<file path="config.mk">
export PLATFORM = sky130hd
export DESIGN_NAME = ram_param_clr
export DESIGN_NICKNAME = d
export VERILOG_FILES = /design/src/rtl/ram_param_clr.sv
export SDC_FILE = /design/constraint.sdc
export NUM_CORES = 1
export LEC_CHECK = 0
export CAP_MARGIN = 20
export CORE_AREA = 3 3 287 289
export CTS_BUF_LIST = sky130_fd_sc_hd__clkbuf_4 sky130_fd_sc_hd__clkbuf_8
export CTS_CLUSTER_DIAMETER = 100
export DETAILED_ROUTE_END_ITERATION = 12
export DIE_AREA = 0 0 290 292
export PLACE_DENSITY = 0.64
export SLEW_MARGIN = 20
export SYNTH_ARGS = -nofsm -noshare
export SYNTH_HDL_FRONTEND = slang
export SYNTH_SLANG_ARGS = --single-unit
</file>
<file path="constraint.sdc">
create_clock -name clk -period 5.49 [get_ports clk]
set_clock_uncertainty 0.15 [all_clocks]
set_input_delay 1.098 -clock clk [delete_from_list [all_inputs] [get_ports clk]]
set_output_delay 1.098 -clock clk [all_outputs]
set_load 0.005 [all_outputs]
</file>
<file path="src/rtl/ram_param_clr.sv">
// Single-port WIDTH x 2**ADDR_BITS RAM with combinational read and a hardware clear sweep.
// Optional fill value: define RAM_PARAM_CLR_FILL_EN to add the fill_value input.
//
// state    | meaning
// ---------+-----------------------------------------------------------
// ST_IDLE  | normal RAM: out = mem[address], load writes in
// ST_CLEAR | sweep: writes fill to mem[ptr] each edge, out = fill
module ram_param_clr #(
    parameter int WIDTH     = 16,
    parameter int ADDR_BITS = 6
) (
    input  logic                 clk,
    input  logic                 reset,
    input  logic [WIDTH-1:0]     in,
    input  logic                 load,
    input  logic [ADDR_BITS-1:0] address,
    input  logic                 clear,
`ifdef RAM_PARAM_CLR_FILL_EN
    input  logic [WIDTH-1:0]     fill_value,
`endif
    output logic [WIDTH-1:0]     out,
    output logic                 busy
);

    localparam int DEPTH = 2 ** ADDR_BITS;

    localparam logic ST_IDLE  = 1'b0;
    localparam logic ST_CLEAR = 1'b1;

    localparam logic [ADDR_BITS-1:0] PTR_LAST = '1;

    logic                 state;
    logic [ADDR_BITS-1:0] ptr;
    logic [WIDTH-1:0]     mem [0:DEPTH-1];
    logic [WIDTH-1:0]     fill_cur;
    logic [WIDTH-1:0]     sweep_data;

`ifdef RAM_PARAM_CLR_FILL_EN
    logic [WIDTH-1:0] fill_reg;
    logic             first_edge;

    always_ff @(posedge clk or posedge reset) begin
        if (reset) begin
            fill_reg   <= '0;
            first_edge <= 1'b1;
        end else begin
            first_edge <= 1'b0;
            if (first_edge || (state == ST_IDLE && clear)) begin
                fill_reg <= fill_value;
            end
        end
    end

    // The first post-reset edge both latches and writes, so bypass the register there.
    assign fill_cur   = fill_reg;
    assign sweep_data = first_edge ? fill_value : fill_reg;
`else
    assign fill_cur   = '0;
    assign sweep_data = '0;
`endif

    always_ff @(posedge clk or posedge reset) begin
        if (reset) begin
            state <= ST_CLEAR;
            ptr   <= '0;
        end else begin
            case (state)
                ST_IDLE: begin
                    if (clear) begin
                        state <= ST_CLEAR;
                        ptr   <= '0;
                    end
                end
                ST_CLEAR: begin
                    ptr <= ptr + 1'b1;
                    if (ptr == PTR_LAST) begin
                        state <= ST_IDLE;
                    end
                end
                default: begin
                    state <= ST_CLEAR;
                    ptr   <= '0;
                end
            endcase
        end
    end

    // Held reset pins ptr at 0, so any write here only rewrites mem[0] with the
    // fill value, which the first sweep edge writes again anyway.
    always_ff @(posedge clk) begin
        if (state == ST_CLEAR) begin
            mem[ptr] <= sweep_data;
        end else if (load && !clear) begin
            mem[address] <= in;
        end
    end

    assign out  = (state == ST_CLEAR) ? fill_cur : mem[address];
    assign busy = (state == ST_CLEAR);

endmodule

</file>
==> metrics.yaml <==
cts-root-buf: "clkbuf_8"
r2r_cells: 5
grt_overflow: 0
min_from: "ptr[1]"
pre_cts_ws_ps: 138
clk_latency_ps: 790
port_buffers: 42
ys_seq_elements: 1031
r2r_setup_slack_ps: 2310
antenna_found_initial: 5
hold_end: "ptr[1]"
drv_cap: 0
max_freq_mhz: 187
worstSetupPathType: "input port to primary output"
min_period_ps: 5360
finalHoldViolations: 0
worst_slack_ps: 132
cp.arrival_ps: 4110
maxSlewHeadroom_pct: 38.6
cts-resized-gates: 0
worstHoldPathCells: 2
outcome: "finished clean"
gp_congestion: 0.916
synth_nets: 1837
rsz0062_at_grt: "false"
coreArea_um2: 80200
cts-buffers-inserted: 161
met3_length_mm: 7.72
drc: 0
avgSynthCellArea_um2: 22.1
r2r_end: "mem[10][11]"
synthFlopType: "edfxtp_1"
die_h_um: 292
holdBufCountCts: 0
postCtsSetupBuffers: 0
start_util_pct: 49.8
drive_above_1_share_pct: 31.3
cts_max_level: 4
synthToLayoutAreaGrowth_pct: 14.6
yosys_warnings: 0
setup_tns_ps: 0
hold_path.class: "flip-flop to flip-flop"
drt-wirelength-per-cell_um: 29.2
critPathMaxFanout: 21
reg2reg_from: "busy"
ir_drop_v: 0.000238
slew_violations: 0
die-area_um2: 84700
wl_met1_mm: 39.2
powerDensity_nw_per_um2: 375
rows: 104
synth-edff-count: 1024
setup_viol: 0
period_share_pct: 97.6
ys_types: 57
grtUsageTotal_pct: 22.9
fin_nets: 2105
drt_first_pass_iters: 6
dpl.cell_count: 2975
start_kind: "input port"
cts_buffer_depth: 3
tritoncts: "built"
syn_inst: 1810
cts_sinks: 1031
clk_transition_reported_paths_ps: 70
wl_met2_mm: 45.9
grt_start_max_net_pins: 73
finalNonFillerCells: 3265
grt_pass1_wl_mm: 141
viasPerCell: 6.07
seq_area_frac_synth_pct: 77.5
io_pins: 43
worstMarginPinSlew_ps: 921
antenna_left: 0
dpl.hpwl_mm: 58.3
p_leak_nw: 15.4
first_global_vias: 20200
drt_iter0_markers: 2505
totalWireLength_mm: 95.4
required_ps: 4240
syn-cell-area_um2: 39900
synthArstFlopShare_pct: 0.679
die_w_um: 290
top_layer: "met5"
num_vias: 19800
worstSetupEndpointType: "primary output"
state kept, by name, summed over array words and instances, names as in the netlist:
signal and flops:
busy 1, mem 1024, ptr 6
Yosys cell counts, drive strengths merged (2+ instances only):
cell type / instances / area [µm²]
a31oi: 5 / 31.3
a21oi: 5 / 25.0
a22oi: 9 / 67.6
a221oi: 3 / 26.3
a211oi: 12 / 90.1
o21ai: 10 / 50.0
nand2b: 6 / 37.5
o31ai: 4 / 30.0
nor4b: 2 / 17.5
nor3b: 2 / 20.0
or3: 2 / 12.5
and3: 3 / 18.8
a32oi: 4 / 35.0
mux4: 256 / 5800
nor3: 11 / 55.1
mux2: 2 / 22.5
o22ai: 53 / 332
o41ai: 4 / 35.0
nand3b: 3 / 22.5
nor2: 79 / 297
or3b: 3 / 26.3
buf: 64 / 508
dfrtp: 6 / 150
nand3: 20 / 100
nand2: 79 / 297
o221ai: 5 / 43.8
inv: 3 / 11.3
nor2b: 3 / 18.8
a32o: 2 / 20.0
and2: 17 / 106
edfxtp: 1024 / 30700
clkbuf: 34 / 138
nor4: 2 / 12.5
mux2i: 58 / 581
o21a: 3 / 22.5
worst max-delay path, cell delays in order:
cell             delay (ps)
clkdlybuf4s50_1         510
buf_4                   220
and2_1                  150
buf_4                   240
buf_4                   260
a221oi_1                490
nand2_1                 310
o31ai_1                 200
clkdlybuf4s50_1         590
layout make-up:
cell class | instances | area, µm²
clock buffer | 225 | 2720
antenna | 5 | 12.5
clock inverter | 60 | 528
multi-input combinational | 677 | 8380
inverter | 4 | 15.0
timing repair buffer | 203 | 1840
fill | 5933 | 34400
sequential | 1031 | 30900
tap | 1060 | 1330
through the flow:
| stage | util, % | area (µm²) | hold WS, ps | power, mW |
|---|---|---|---|---|
| after floorplan | - | 39900 | 427 | 10.2 |
| after global placement | 53.0 | 42500 | 485 | 10.9 |
| after detailed placement | 53.0 | 42500 | 503 | 10.9 |
| after CTS | 57.0 | 45700 | 487 | 17.3 |
| after global routing | 57.1 | 45700 | 539 | 17.8 |
| final | 57.1 | 45700 | 518 | 17.2 |
logic make-up (layout without fill, tap and decap cells):
group / count (synthesis) / count (layout) / share of synthesized area, %
multiplexers: 316 / 316 / 16.0
flip-flops: 1031 / 1031 / 77.5
adder cells (fa/ha/maj): 1 / 1 / 0.0313
AND/OR/NAND/NOR: 233 / 233 / 2.63
buffers and inverters: 102 / 492 / 1.65
AO/OA/AOI/OAI: 126 / 126 / 2.17
other: 0 / 5 / 0
XOR/XNOR: 1 / 1 / 0.0219
power breakdown:
group | internal, mW | total [mW] | switching [mW] | leakage (nW)
registers | 9.06 | 9.19 | 0.132 | 9.95
clock network | 3.51 | 6.43 | 2.92 | 1.71
logic | 0.555 | 1.55 | 0.993 | 3.75
cells in the final DEF (no fill, tap or decap), types with 34 or more instances in the layout:
master / Yosys / final
o22ai_1: 53 / 53
clkdlybuf4s50_1: 0 / 39
mux2i_1: 58 / 58
nand2_1: 79 / 79
clkbuf_4: 0 / 61
clkinv_1: 1 / 34
mux4_2: 247 / 247
edfxtp_1: 1024 / 1024
buf_4: 15 / 145
clkbuf_8: 1 / 164
nor2_1: 79 / 78
layer usage:
metal,track usage (%),vias up
met2,35.8,875
met4,7.35,2
met5,0,-
li1,-,8194
met3,5.35,168
met1,32.4,10600
worst max path at each step:
stage | startpoint | end | slack, ps
3_3_place_gp | address[4] | out[1] | 70
6_report | address[3] | out[2] | 130
2_1_floorplan | address[0] | out[14] | 1780
4_1_cts | address[4] | out[13] | 140
3_5_place_dp | address[4] | out[13] | 140
5_1_grt | address[3] | out[2] | 70
No activity file was read; power rests on OpenSTA's default activity.
